$ cat src/rtl/uart_rx_pkt_ctrl_pkg.sv
// uart_pkt_pkg: shared state/error encodings for the UART packet controller
package uart_pkt_pkg;
  typedef enum logic [2:0] {HUNT, LEN, PAYLOAD, CSUM, HOLD} pkt_state_t;
  typedef enum logic [2:0] {ERR_NONE, ERR_LEN, ERR_CSUM, ERR_TIMEOUT, ERR_OVERRUN} pkt_err_t;
  localparam logic [7:0] SYNC_DEFAULT = 8'hA5;
endpackage

$ cat src/rtl/uart_rx_pkt_ctrl_if.sv
// uart_pkt_if: pop-style read port for buffered packets
interface uart_pkt_if #(parameter int LEN_W = 5);
  logic             pkt_valid;
  logic [LEN_W-1:0] pkt_len;
  logic [7:0]       byte_data;
  logic             byte_rd;
  modport master (output pkt_valid, pkt_len, byte_data, input byte_rd);
  modport slave (input pkt_valid, pkt_len, byte_data, output byte_rd);
endinterface

$ cat src/rtl/uart_rx_pkt_ctrl_timeout.sv
// uart_pkt_timeout: inter-byte watchdog, pulses expire after TIMEOUT_CYCLES quiet cycles
module uart_pkt_timeout #(
  parameter int TIMEOUT_CYCLES = 1000
) (
  input  logic clk,
  input  logic rst,
  input  logic clear_i,
  input  logic en_i,
  output logic expire_o
);
  localparam int TW = TIMEOUT_CYCLES > 1 ? $clog2(TIMEOUT_CYCLES) : 1;
  logic [TW-1:0] timer_q;
  assign expire_o = en_i && !clear_i && timer_q == TW'(TIMEOUT_CYCLES - 1);
  always_ff @(posedge clk)
    timer_q <= (rst || clear_i || !en_i || expire_o) ? '0 : timer_q + 1'b1;
endmodule

$ cat src/rtl/uart_rx_pkt_ctrl.sv
// uart_rx_pkt_ctrl: frames UART bytes into sync/len/payload/checksum packets
module uart_rx_pkt_ctrl
  import uart_pkt_pkg::*;
#(
  parameter int         MAX_LEN        = 16,
  parameter logic [7:0] SYNC_BYTE      = SYNC_DEFAULT,
  parameter int         TIMEOUT_CYCLES = 1000,
  parameter int         LEN_W          = $clog2(MAX_LEN + 1)
) (
  input  logic       clk,
  input  logic       rst,
  input  logic       ctrl_enable,
  output logic       rx_enable,
  input  logic [7:0] rx_data,
  input  logic       rx_data_ready,
  input  logic       rx_busy,
  uart_pkt_if.master pkt,
  output logic       err_pulse,
  output logic [2:0] err_code,
  output logic [7:0] err_count,
  output logic       busy
);
  localparam int AW = MAX_LEN > 1 ? $clog2(MAX_LEN) : 1;
  pkt_state_t state_q, state_d;
  pkt_err_t err_d;
  logic [LEN_W-1:0] len_q, len_d, wr_q, wr_d, rd_q, rd_d;
  logic [7:0] csum_q, csum_d, err_count_q;
  logic [2:0] err_code_q;
  logic rdy_q, valid_q, valid_d, rx_en_q, err_pulse_q;
  logic ev, sync_ev, in_pkt, last_rd, expire, we, unused_rx_busy;
  logic [7:0] buf_q [MAX_LEN];
  assign unused_rx_busy = rx_busy;
  assign ev = rx_data_ready && !rdy_q;
  assign sync_ev = ev && ctrl_enable && rx_data == SYNC_BYTE;
  assign in_pkt = state_q inside {LEN, PAYLOAD, CSUM};
  assign last_rd = pkt.byte_rd && rd_q == len_q - 1'b1;
  uart_pkt_timeout #(.TIMEOUT_CYCLES(TIMEOUT_CYCLES)) u_timeout (
    .clk(clk), .rst(rst), .clear_i(ev), .en_i(in_pkt), .expire_o(expire)
  );
  always_comb begin
    state_d = state_q;
    len_d = len_q;
    wr_d = wr_q;
    rd_d = rd_q;
    csum_d = csum_q;
    valid_d = valid_q;
    err_d = ERR_NONE;
    we = 1'b0;
    if (in_pkt && !ctrl_enable) state_d = HUNT;
    else if (expire) begin
      state_d = HUNT;
      err_d = ERR_TIMEOUT;
    end else case (state_q)
      HUNT: state_d = sync_ev ? LEN : HUNT;
      LEN: if (ev) begin
        if (rx_data != 8'd0 && int'(rx_data) <= MAX_LEN) begin
          len_d = rx_data[LEN_W-1:0];
          wr_d = '0;
          csum_d = '0;
          state_d = PAYLOAD;
        end else begin
          state_d = HUNT;
          err_d = ERR_LEN;
        end
      end
      PAYLOAD: if (ev) begin
        we = 1'b1;
        csum_d = csum_q + rx_data;
        wr_d = wr_q + 1'b1;
        state_d = wr_q == len_q - 1'b1 ? CSUM : PAYLOAD;
      end
      CSUM: if (ev) begin
        state_d = rx_data == csum_q ? HOLD : HUNT;
        valid_d = rx_data == csum_q;
        rd_d = '0;
        err_d = rx_data == csum_q ? ERR_NONE : ERR_CSUM;
      end
      HOLD: if (last_rd) begin
        // Releasing the buffer takes priority; the same byte may start the next packet.
        valid_d = 1'b0;
        state_d = sync_ev ? LEN : HUNT;
      end else begin
        rd_d = pkt.byte_rd ? rd_q + 1'b1 : rd_q;
        err_d = ev ? ERR_OVERRUN : ERR_NONE;
      end
      default: state_d = HUNT;
    endcase
  end
  always_ff @(posedge clk) begin
    if (rst) begin
      state_q <= HUNT;
      len_q <= '0;
      wr_q <= '0;
      rd_q <= '0;
      csum_q <= '0;
      valid_q <= 1'b0;
      rdy_q <= 1'b0;
      rx_en_q <= 1'b0;
      err_pulse_q <= 1'b0;
      err_code_q <= '0;
      err_count_q <= '0;
    end else begin
      state_q <= state_d;
      len_q <= len_d;
      wr_q <= wr_d;
      rd_q <= rd_d;
      csum_q <= csum_d;
      valid_q <= valid_d;
      rdy_q <= rx_data_ready;
      rx_en_q <= ctrl_enable;
      err_pulse_q <= err_d != ERR_NONE;
      if (err_d != ERR_NONE) begin
        err_code_q <= err_d;
        err_count_q <= err_count_q == 8'hFF ? err_count_q : err_count_q + 1'b1;
      end
    end
  end
  always_ff @(posedge clk)
    if (we) buf_q[wr_q[AW-1:0]] <= rx_data;
  assign rx_enable = rx_en_q;
  assign pkt.pkt_valid = valid_q;
  assign pkt.pkt_len = len_q;
  assign pkt.byte_data = buf_q[rd_q[AW-1:0]];
  assign err_pulse = err_pulse_q;
  assign err_code = err_code_q;
  assign err_count = err_count_q;
  assign busy = in_pkt;
endmodule

$ cat src/flat_wrapper.sv
// flat-port wrapper written by rule: the top's interface ports become plain ports
module uart_rx_pkt_ctrl_flat import uart_pkt_pkg::*;
#(
  parameter int         MAX_LEN        = 16,
  parameter logic [7:0] SYNC_BYTE      = SYNC_DEFAULT,
  parameter int         TIMEOUT_CYCLES = 1000,
  parameter int         LEN_W          = $clog2(MAX_LEN + 1)
)
  (clk, rst, ctrl_enable, rx_enable, rx_data, rx_data_ready, rx_busy, err_pulse, err_code, err_count, busy, pkt_pkt_valid, pkt_pkt_len, pkt_byte_data, pkt_byte_rd);
  uart_pkt_if #(.LEN_W(LEN_W)) pkt_i ();
  input  logic clk;
  input  logic rst;
  input  logic ctrl_enable;
  output logic rx_enable;
  input  logic [7:0] rx_data;
  input  logic rx_data_ready;
  input  logic rx_busy;
  output logic err_pulse;
  output logic [2:0] err_code;
  output logic [7:0] err_count;
  output logic busy;
  output wire logic [$bits(pkt_i.pkt_valid)-1:0] pkt_pkt_valid;
  output wire logic [$bits(pkt_i.pkt_len)-1:0] pkt_pkt_len;
  output wire logic [$bits(pkt_i.byte_data)-1:0] pkt_byte_data;
  input wire logic [$bits(pkt_i.byte_rd)-1:0] pkt_byte_rd;
  assign pkt_pkt_valid = pkt_i.pkt_valid;
  assign pkt_pkt_len = pkt_i.pkt_len;
  assign pkt_byte_data = pkt_i.byte_data;
  assign pkt_i.byte_rd = pkt_byte_rd;
  uart_rx_pkt_ctrl #(.MAX_LEN(MAX_LEN), .SYNC_BYTE(SYNC_BYTE), .TIMEOUT_CYCLES(TIMEOUT_CYCLES), .LEN_W(LEN_W)) u_core (.clk(clk), .rst(rst), .ctrl_enable(ctrl_enable), .rx_enable(rx_enable), .rx_data(rx_data), .rx_data_ready(rx_data_ready), .rx_busy(rx_busy), .pkt(pkt_i), .err_pulse(err_pulse), .err_code(err_code), .err_count(err_count), .busy(busy));
endmodule
$ cat config.mk
export PLATFORM = sky130hd
export DESIGN_NAME = uart_rx_pkt_ctrl_flat
export DESIGN_NICKNAME = d
export VERILOG_FILES = /design/src/rtl/uart_rx_pkt_ctrl_pkg.sv /design/src/rtl/uart_rx_pkt_ctrl_if.sv /design/src/rtl/uart_rx_pkt_ctrl_timeout.sv /design/src/rtl/uart_rx_pkt_ctrl.sv /design/src/flat_wrapper.sv
export SDC_FILE = /design/constraint.sdc
export NUM_CORES = 1
export LEC_CHECK = 0
export CAP_MARGIN = 20
export CORE_ASPECT_RATIO = 1.5
export CORE_MARGIN = 5
export CORE_UTILIZATION = 40
export CTS_CLUSTER_SIZE = 20
export DETAILED_ROUTE_END_ITERATION = 8
export PLACE_DENSITY = 0.57
export SYNTH_ARGS = -nofsm -noshare
export SYNTH_HDL_FRONTEND = slang
export SYNTH_SLANG_ARGS = --single-unit
export TNS_END_PERCENT = 100
$ cat constraint.sdc
create_clock -name clk -period 6.4 [get_ports clk]
set_input_delay 0.64 -clock clk [delete_from_list [all_inputs] [get_ports clk]]
set_output_delay 0.64 -clock clk [all_outputs]
set_load 0.01 [all_outputs]
==> flow_summary.toml <==
[timing]
whs_ns = 0.4617
timing.final.hold_violations = 0
measured_slew_at_the_worst_slew_check_pin_ns = 1.068
final-max-slew-violation-count = 0
max_freq_ghz = 0.2810
fin_worst_skew_ns = 0.007794
rsz0062_at_grt = "false"
final-setup-viol-count = 0
timing.max_slew.rel_slack = 0.2851
final.min_clock_period_ns = 3.558
fin_crit_sh = 0.5560
total_negative_slack_ns = 0

[global_routing]
grt_remaining_overflow = 0
initial_antenna_violation_count = 0
global_route_wire_length_before_repair_um = 27170
grt_max_degree = 36
grt_pass1_vias = 4913
total_global_route_track_usage = 0.1564

[clock_tree]
clkSinkCount = 183
cts.clk_slew.worst_paths_ns = 0.07
clock_insertion_delay_worst_skew_ns = 0.42
num_cts_buffers = 17
cts-htree-levels = 4
cts_hold_buffers = 0
cts_setup_buffers = 0
cts_tree = "yes"
ctsLongestPathBuffers = 2
post_cts_resize_count = 0
cts.root.buffer_cell = "clkbuf_16"

[yosys]
yosys_warnings = 0
seq_area_frac_synth = 0.6258
ys_seq_elements = 183
netlist.area_leader.share = 0.4865
ys.flop_type = "edfxtp_1"
synth_cells = 538
distinct_cell_type_count_after_synthesis = 60
synth.area.top_cells = "edfxtp_1, dfxtp_1, mux4_2"
synth_top_cell_by_area = "edfxtp_1"
syn_avg_cell_area_um2 = 14.69
postSynthNetCount = 568
syn_area_mm2 = 0.007901
synth-edff-count = 128
ys_async_sr_fraction = 0

[power]
power.internal_w = 0.001839
clk_pwr_share = 0.432
psw_w = 0.0004708
irDropWorstVdd_mv = 0.1385
switching_share = 0.2039
pwr_density_cell_mw_per_mm2 = 251.3
total_leakage_power_nw = 2.953
p_seq_frac = 0.548
comb_power_share = 0.021

[cells_and_area]
ff_latch_area_mm2 = 0.004946
final.fill_count = 1754
total_area_of_multi_input_combinational_cells_mm2 = 0.002806
antennaDiodeCount = 0
layout.cells.most_common_list = "edfxtp_1, nor2_1, dfxtp_1"
mostFrequentLayoutCell = "edfxtp_1"
nNetsFinal = 616
final_layout_size_suffix_gt1_frac = 0.1536
synthToLayoutAreaGrowth_pct = 16.29

[worst_setup_path]
setup.worst_path.end_class = "output pin"
worst-endpoint-required_ns = 5.76
worst-r2r-setup-slack_ns = 3.27
worst_ep_arrival_time_ns = 2.92
path_max_fanout = 32
crit_path_frequent_cell = "mux4_2"
critical_path.n_buffers_inverters = 2
worst_r2r_endpoint = "u_core.wr_q[4]"
timing.critical_path.from_type = "flip-flop"
crit_chain = "buf_4, mux4_2, mux4_2, clkdlybuf4s50_1"
critical-path-slowest-cell = "mux4_2"
max_stage_delay_ns = 0.59
r2r-start = "u_core.state_q[1]"
timing.critical_path.max_delay_family = "multiplexers"
path_depth_of_the_worst_reg2reg_path = 6
worst-setup-path-type = "flip-flop to output pin"
cp_num_cells = 4

[placement]
place_congestion = 0.7825
dp_hpwl_um = 11560
placement.io_buffers = 40

[worst_hold_path]
hp-class = "flip-flop to flip-flop"
holdPathEnd = "u_core.u_timeout.timer_q[0]"
min_delay_path_depth = 1
hp-start = "u_core.u_timeout.timer_q[0]"

[floorplan]
floorplan.rows = 63
floorplan.die_area_mm2 = 0.02272
die_height_um = 182.1
dieWidth_um = 124.8
io_pins = 42
design.core.area_mm2 = 0.01963
initial_core_util = 0.4026

[route]
routed_wirelength_um = 17050
drt-wirelength-per-cell_um = 19.85
via_per_inst = 5.268
detail_route.drc_violations = 0
via_count = 4525
count_of_routing_violations_after_the_opening_detailed_route_iteration = 291
drt_pass1_iterations = 4
ant_nets = 0

[run]
cap_violations = 0

[status]
outcome = "completed"
[metal layers]
metal	track usage	wire length, um
met4	0.04563	240
met2	0.2929	9518
met3	0.04100	639
met1	0.1735	6651
met5	0	0
[Yosys cell counts, types with 2 or more instances]
library cell,number
o211ai_1,4
a31oi_1,2
nand2b_1,7
edfxtp_1,128
nand3_1,14
nor3_1,14
xnor3_1,2
nand4b_1,2
o211a_1,3
a21boi_0,2
ha_1,15
buf_2,6
a21oi_1,12
nor2_1,57
mux4_2,40
o21ai_0,5
nand2_1,25
dfxtp_1,55
inv_1,12
mux2i_1,10
and2_1,3
nor4_1,3
clkbuf_1,15
buf_1,2
or3_1,2
a22oi_1,4
a311oi_1,3
and3_1,8
nor2b_1,9
xnor2_1,16
nand4_1,8
a21o_1,3
xor2_1,14
nor3b_2,2
mux2_1,6
[logic make-up after synthesis]
| logic type | share of synthesized area |
|---|---|
| fa+ha+maj | 0.02629 |
| compound gates | 0.04561 |
| xor+xnor | 0.04101 |
| flops | 0.6258 |
| buf+inv | 0.01900 |
| simple gates | 0.1070 |
| mux | 0.1352 |
[worst reg2reg max path: cells and delay by family, from the launching register on]
family	cells	cell delay, ns
AOI/OAI and AO/OA	2	0.78
DFF	1	0.55
and+or+nand+nor	4	1.71
[sequential cells by signal, indices dropped and copies added, names as in the netlist, 3 cells and up, named ones only]
register and cells:
u_core.csum_q 8, u_core.u_timeout.timer_q 10, u_core.buf_q 128, u_core.wr_q 5
u_core.err_count 8, u_core.err_code 3, u_core.pkt.pkt_len 5, u_core.state_q 3
u_core.rd_q 5
[layout make-up]
| cell class | instances | area share |
|---|---|---|
| flip-flops and latches | 183 | 0.5383 |
| multi-input cells | 319 | 0.3054 |
| repair buffers | 53 | 0.05460 |
| clock buffers | 22 | 0.05052 |
| well taps | 260 | 0.03540 |
| clock inverters | 10 | 0.01089 |
| inverters | 12 | 0.004902 |
[worst max-delay path by stage]
stage | slack (ns) | to | start
floorplan | 3.93 | pkt_byte_data[0] | flip-flop
global placement | 2.62 | u_core.err_count[3] | rx_data[5]
detailed placement | 2.54 | u_core.err_count[5] | rx_data[5]
CTS | 2.77 | pkt_byte_data[5] | flip-flop
global route | 2.69 | pkt_byte_data[5] | flip-flop
finish | 2.84 | pkt_byte_data[5] | flip-flop
[power by group through the flow]
| stage | Sequential (W) | Clock, W | Combinational, W |
|---|---|---|---|
| finish | 0.00126 | 0.000997 | 0.0000478 |
| global route | 0.00126 | 0.00107 | 0.0000526 |
| CTS | 0.00126 | 0.00102 | 0.0000488 |
| detailed placement | 0.00129 | 0 | 0.0000489 |
| global placement | 0.00129 | 0 | 0.0000467 |
| floorplan | 0.00129 | 0 | 0.0000166 |
[through the flow]
| stage | cells | setup WS [ns] | instance area [um^2] | total power [W] | utilization |
|---|---|---|---|---|---|
| 3_3_place_gp | 826 | 2.618 | 8613 | 0.001337 | 0.4388 |
| 3_5_place_dp | 826 | 2.542 | 8613 | 0.001339 | 0.4388 |
| 5_1_grt | 859 | 2.687 | 9189 | 0.002388 | 0.4682 |
| 2_1_floorplan | 538 | 3.927 | 7901 | 0.001308 | - |
| 4_1_cts | 858 | 2.767 | 9178 | 0.002331 | 0.4676 |
| 6_report | 859 | 2.842 | 9189 | 0.002309 | 0.4682 |
Power figures use the tool's default switching activity.
==> RTL edit 1 (same settings) <==
`TIMEOUT_CYCLES` is set to 1000 in 3 places; all go to 500.
--- a/src/rtl/uart_rx_pkt_ctrl_timeout.sv
+++ b/src/rtl/uart_rx_pkt_ctrl_timeout.sv
@@ -1,6 +1,6 @@
 // uart_pkt_timeout: inter-byte watchdog, pulses expire after TIMEOUT_CYCLES quiet cycles
 module uart_pkt_timeout #(
-  parameter int TIMEOUT_CYCLES = 1000
+  parameter int TIMEOUT_CYCLES = 500
 ) (
   input  logic clk,
   input  logic rst,
--- a/src/rtl/uart_rx_pkt_ctrl.sv
+++ b/src/rtl/uart_rx_pkt_ctrl.sv
@@ -4,7 +4,7 @@
 #(
   parameter int         MAX_LEN        = 16,
   parameter logic [7:0] SYNC_BYTE      = SYNC_DEFAULT,
-  parameter int         TIMEOUT_CYCLES = 1000,
+  parameter int         TIMEOUT_CYCLES = 500,
   parameter int         LEN_W          = $clog2(MAX_LEN + 1)
 ) (
   input  logic       clk,
--- a/src/flat_wrapper.sv
+++ b/src/flat_wrapper.sv
@@ -3,7 +3,7 @@
 #(
   parameter int         MAX_LEN        = 16,
   parameter logic [7:0] SYNC_BYTE      = SYNC_DEFAULT,
-  parameter int         TIMEOUT_CYCLES = 1000,
+  parameter int         TIMEOUT_CYCLES = 500,
   parameter int         LEN_W          = $clog2(MAX_LEN + 1)
 )
   (clk, rst, ctrl_enable, rx_enable, rx_data, rx_data_ready, rx_busy, err_pulse, err_code, err_count, busy, pkt_pkt_valid, pkt_pkt_len, pkt_byte_data, pkt_byte_rd);
Behaviour: same outputs for any inputs over 4 cycles, from zero or initial values and one cycle with rst high; that may be too few to reach the edited logic, so the function may still have changed.
==> RTL edit 1 against the unedited design <==
  * Register-to-register slack improved by 0.44 ns
  * Setup slack improved by 0.0072 ns
  * Count of clock-buffer cells in the layout decreased by 4
  * Routed wire length decreased by 1.2%
  * Worst hold slack improved by 0.0050 ns
  * Sequential cell count decreased by 1
  * Total power increased by 2.2%
  * Design area decreased by 1.6%
  * Area after synthesis decreased by 2.0%
  * Cell count decreased by 3.1%
  * Combinational power decreased by 3%
  * Sequential power about the same
  * Non-clock buffer count decreased by 4
  * Sequential share of layout area increased by 0.63 points
  * Critical path type unchanged
  * Largest cell class unchanged
  * Highest routed layer unchanged
==> RTL edit 1: results (changes against the unedited design) <==
[status]
outcome = finished, final reports clean

[logic_synthesis]
synth_xor_area_share_pct = 3.91  ; -0.19 points
synth_area_leaders = edfxtp_1 50%, dfxtp_1 14%, mux4_2 12%, nor2_1 2.7%, ha_1 2.4%
synth-adder-area-share_pct = 2.68  ; +0.053 points
ys_types = 58  ; -3.3%
synth_edf_count = 128  ; unchanged
ys_top_cells_by_count = 128 x edfxtp_1, 55 x nor2_1, 54 x dfxtp_1, 40 x mux4_2, 21 x xnor2_1
synth_compound_area_share_pct = 5.19  ; +0.63 points
synth_seq_cells = 182  ; -0.55%
syn_nets = 547  ; -3.7%
synth.mux.area_fraction_pct = 12.6  ; -0.92 points
avgSynthCellArea_um2 = 15.0  ; +2.0%
ys_seq_area_share_pct = 63.6  ; +1.0 points
ys_warn_count = 0  ; unchanged

[finish]
clkbuf_count = 18  ; -18%
n_antenna_cell = 0  ; unchanged
nNonClkInverters = 12  ; unchanged
fin_nets = 593  ; -3.7%
regArea_um2 = 4930  ; -0.40%
multi_input_cells = 301  ; -5.6%
nonClockBufferCount = 49  ; -7.5%
clk_share_pct = 6.71  ; +0.57 points
drive_above_1_share_pct = 16.7  ; +1.3 points
multi_input_area_share_pct = 29.6  ; -0.93 points
syn_to_final_growth_pct = 16.8
stdcell_count = 832  ; -3.1%
buf_share_pct = 5.17  ; -0.29 points
nFillCells = 1694  ; -3.4%

[global_route]
grt_max_degree = 33  ; -8.3%
grt_first_pass_wirelength_mm = 26.8  ; -1.4%
antenna_found_initial = 0  ; unchanged
grt_usage_pct = 16.1  ; +0.49 points
first_global_vias = 4735  ; -3.6%

[power_and_ir_drop]
pwr-share-clk_pct = 44.7  ; +1.5 points
power_frac_seq_pct = 53.3  ; -1.5 points
vdd_ir_drop_max_mv = 0.164  ; +19%
pg_clk_mw = 1.05  ; +5%
p_switching_uw = 490  ; +4.1%
p_leak_nw = 2.92  ; -1.2%

[critical_path]
slowest_delay_ns = 0.65  ; +0.06 ns
cpMaxStageDelayCell = mux4_2

[routing]
drt-total-wl_mm = 16.8  ; -1.2%
vias = 4451  ; -1.6%
drt_iter0_drc = 238  ; -18%
firstDrtPassIters = 4  ; unchanged

[timing]
max_slew.worst_pin.slew_ns = 1.03  ; -0.0414 ns
drv_slew = 0  ; unchanged
skew_ns = 0.00995  ; +0.00216 ns

[placement]
dp.cells = 800  ; -3.1%
hpwlAfterDp_mm = 11.4  ; -1.6%
placed_area_um2 = 8440  ; -2.0%
gp_congestion = 0.799  ; +2.1%
pre_cts_ws_ns = 2.49  ; -0.0469 ns

[worst_hold_path]
hold_path_class = flop to flop

[cts]
cts_resized = 0  ; unchanged
clock_latency_ns = 0.43
htreeDepth = 4  ; unchanged
holdBufCountCts = 0  ; unchanged

[die]
core_area_um2 = 19100  ; -2.8%

[RTL edit 1: changes by cell type after synthesis, moves of 4 or more]
cell      unedited run  this run
a22o_1               0         8
mux2_1               6         0
nand2_1             25        19
or3_1                2         8
xnor2_1             16        21
a21oi_1             12        16
clkbuf_1            15        11
mux2i_1             10         6
nand3_1             14        10
o21ai_1              0         4
[RTL edit 1: layer usage]
metal	GRT usage, %	routed length [um]	share of wire [%]	up-vias
met4	6.65	463	2.7	0
met3	3.49	649	3.9	34
met2	28.1	9180	54	109
met5	0	0	0	-
met1	18.9	6550	39	2227
li1	-	-	-	2081
[RTL edit 1: worst paths after layout]
kind | startpoint | end | slack (ns) | cells past startpoint
setup / recovery | flop | pkt_byte_data[4] | 2.85 | 4
hold / removal | u_core.u_timeout.timer_q[0] | u_core.u_timeout.timer_q[0] | 0.47 | 1
setup reg to reg | u_core.pkt.pkt_len[0] | u_core.err_count[0] | 3.71 | 8
hold reg to reg | u_core.u_timeout.timer_q[0] | u_core.u_timeout.timer_q[0] | 0.47 | 1
==> RTL edit 2 (same flow settings) <==
Without the edit above. Remove the register `err_pulse_q`: a continuous assignment takes its place, so the output `err_pulse` follows one clock earlier.
--- a/src/rtl/uart_rx_pkt_ctrl.sv
+++ b/src/rtl/uart_rx_pkt_ctrl.sv
@@ -96,7 +96,6 @@
       valid_q <= 1'b0;
       rdy_q <= 1'b0;
       rx_en_q <= 1'b0;
-      err_pulse_q <= 1'b0;
       err_code_q <= '0;
       err_count_q <= '0;
     end else begin
@@ -108,13 +107,14 @@
       valid_q <= valid_d;
       rdy_q <= rx_data_ready;
       rx_en_q <= ctrl_enable;
-      err_pulse_q <= err_d != ERR_NONE;
       if (err_d != ERR_NONE) begin
         err_code_q <= err_d;
         err_count_q <= err_count_q == 8'hFF ? err_count_q : err_count_q + 1'b1;
       end
     end
   end
+
+  assign err_pulse_q = err_d != ERR_NONE;
   always_ff @(posedge clk)
     if (we) buf_q[wr_q[AW-1:0]] <= rx_data;
   assign rx_enable = rx_en_q;
Function: changed (a bounded check fails within 4 cycles, from zero or initial values and one cycle with rst high).
==> RTL edit 2 against the unedited design <==
  * Sequential power about the same
  * Routed wire length rose by 1.2%
  * Total power is 2.5% higher
  * Design area up 0.56%
  * Sequential cell count down 1
  * Area after synthesis increased by 0.24%
  * Clock skew hardly changed
  * Setup slack got worse by 1.1 ns
  * Critical path type is now primary input to primary output
  * Largest cell class unchanged
  * Largest power group unchanged
==> RTL edit 2: results (changes against the unedited design) <==
[status]
outcome = finished, final reports clean

[finish]
drive_above_1_share_pct = 16.4  ; +1.0 points
nFillCells = 1737  ; -0.97%
fin_nets = 628  ; +1.9%
largest_register_ffs = 128  ; unchanged

[timing]
max_slew_margin_pct = 23.7  ; -4.8 points
skew_ns = 0.00829  ; +0.000498 ns

[logic_synthesis]
syn_nets = 583  ; +2.6%
synth_area_leaders = edfxtp_1 49%, dfxtp_1 14%, mux4_2 11%, nor2_1 2.6%, ha_1 2.4%
ys_seq_area_share_pct = 62.2  ; -0.40 points
synth_edf_count = 128  ; unchanged
ys_types = 66  ; +10%
async_flop_share_pct = 0  ; unchanged
ys_top_cells_by_count = 128 x edfxtp_1, 55 x nor2_1, 54 x dfxtp_1, 40 x mux4_2

[routing]
drt_iter0_drc = 381  ; +31%
viasPerCell = 5.45  ; +3.5%
drt-total-wl_mm = 17.3  ; +1.2%

[global_route]
grt_usage_pct = 15.6  ; -0.036 points
first_global_vias = 4807  ; -2.2%
grt_first_pass_wirelength_mm = 26.7  ; -1.7%
grt_max_degree = 42  ; +17%

[power_and_ir_drop]
switching_share_pct = 20.0  ; -0.35 points
vdd_ir_drop_max_mv = 0.139  ; +0.25%
p_leak_nw = 2.96  ; +0.17%
power_density_nw_per_um2 = 256  ; +1.9%

[critical_path]
critical_path.top_delay_family = buffers and inverters
rr_endpoint = u_core.err_count[0]
cpMaxStageDelayCell = clkdlybuf4s50_1
r2r_cells = 7  ; +1
r2r_setup_slack_ns = 3.68  ; +0.41 ns
r2r-start = u_core.csum_q[1]
crit_fanout = 21  ; -34%
slowest_delay_ns = 0.95  ; +0.36 ns
cp.arrival_ns = 4.02  ; +1.10 ns

[placement]
gp_congestion = 0.781  ; -0.22%

-- RTL edit 2: cell count changes after synthesis, moves of 4 or more --
cell	unedited run	this run
a21oi_1	12	25
mux2i_1	10	3
xnor2_1	16	9
mux2_1	6	0
mux2_2	0	6
o21ai_0	5	10
nor3_1	14	18
-- RTL edit 2: cell type report --
cell class	count	area, um^2	share of cell area (%)
clock buffer	19	433	4.69
inverter	11	41.3	0.447
clock inverter	13	170	1.84
multi-input combinational	338	2880	31.1
timing repair buffer	48	468	5.06
sequential	182	4930	53.3
tap	260	325	3.52
-- RTL edit 2: how the worst max path moves through the flow --
stage	slack (ns)	to	cells after the start	startpoint
6_report	1.74	err_pulse	8	rx_data[1]
4_1_cts	1.73	err_pulse	8	rx_data[1]
5_1_grt	1.47	err_pulse	8	rx_data[1]
3_3_place_gp	1.82	err_pulse	8	rx_data[1]
3_5_place_dp	1.75	err_pulse	8	rx_data[1]
2_1_floorplan	3.68	u_core.buf_q[1][0]	5	rx_data_ready
-- RTL edit 2: stage by stage --
stage	worst slack (ns)	utilization (%)	hold WS, ns	area, um^2	std cells
2_1_floorplan	3.68	-	0.430	7920	553
3_3_place_gp	1.82	43.9	0.450	8610	836
3_5_place_dp	1.75	43.9	0.460	8610	836
4_1_cts	1.73	46.9	0.477	9210	868
5_1_grt	1.47	47.1	0.497	9240	871
6_report	1.74	47.1	0.466	9240	871
-- RTL edit 2: power groups by stage --
stage | clock network (mW) | logic (mW) | registers, mW
floorplan | 0 | 0.0148 | 1.28
global placement | 0 | 0.0412 | 1.28
detailed placement | 0 | 0.0426 | 1.28
CTS | 1.09 | 0.0427 | 1.26
global route | 1.14 | 0.0467 | 1.26
finish | 1.07 | 0.0421 | 1.26
-- RTL edit 2: logic make-up (layout without fill, tap and decap cells) --
logic type / Yosys count / count (layout) / share of synthesized area [%]
adder cells (fa/ha/maj): 16 / 16 / 2.62
multiplexers: 49 / 49 / 12.6
flip-flops: 182 / 182 / 62.2
AO/OA/AOI/OAI: 76 / 76 / 6.81
XOR/XNOR: 24 / 24 / 2.65
AND/OR/NAND/NOR: 173 / 173 / 11.4
buffers and inverters: 33 / 91 / 1.75
-- RTL edit 2: per-layer routing --
layer  up-vias  routed length, um  GRT usage, %
met4         0                296          5.77
met2        91               9670          28.9
met5         -                  0             0
met3        21                549          3.19
li1       2235                  -             -
met1      2403               6740          17.7
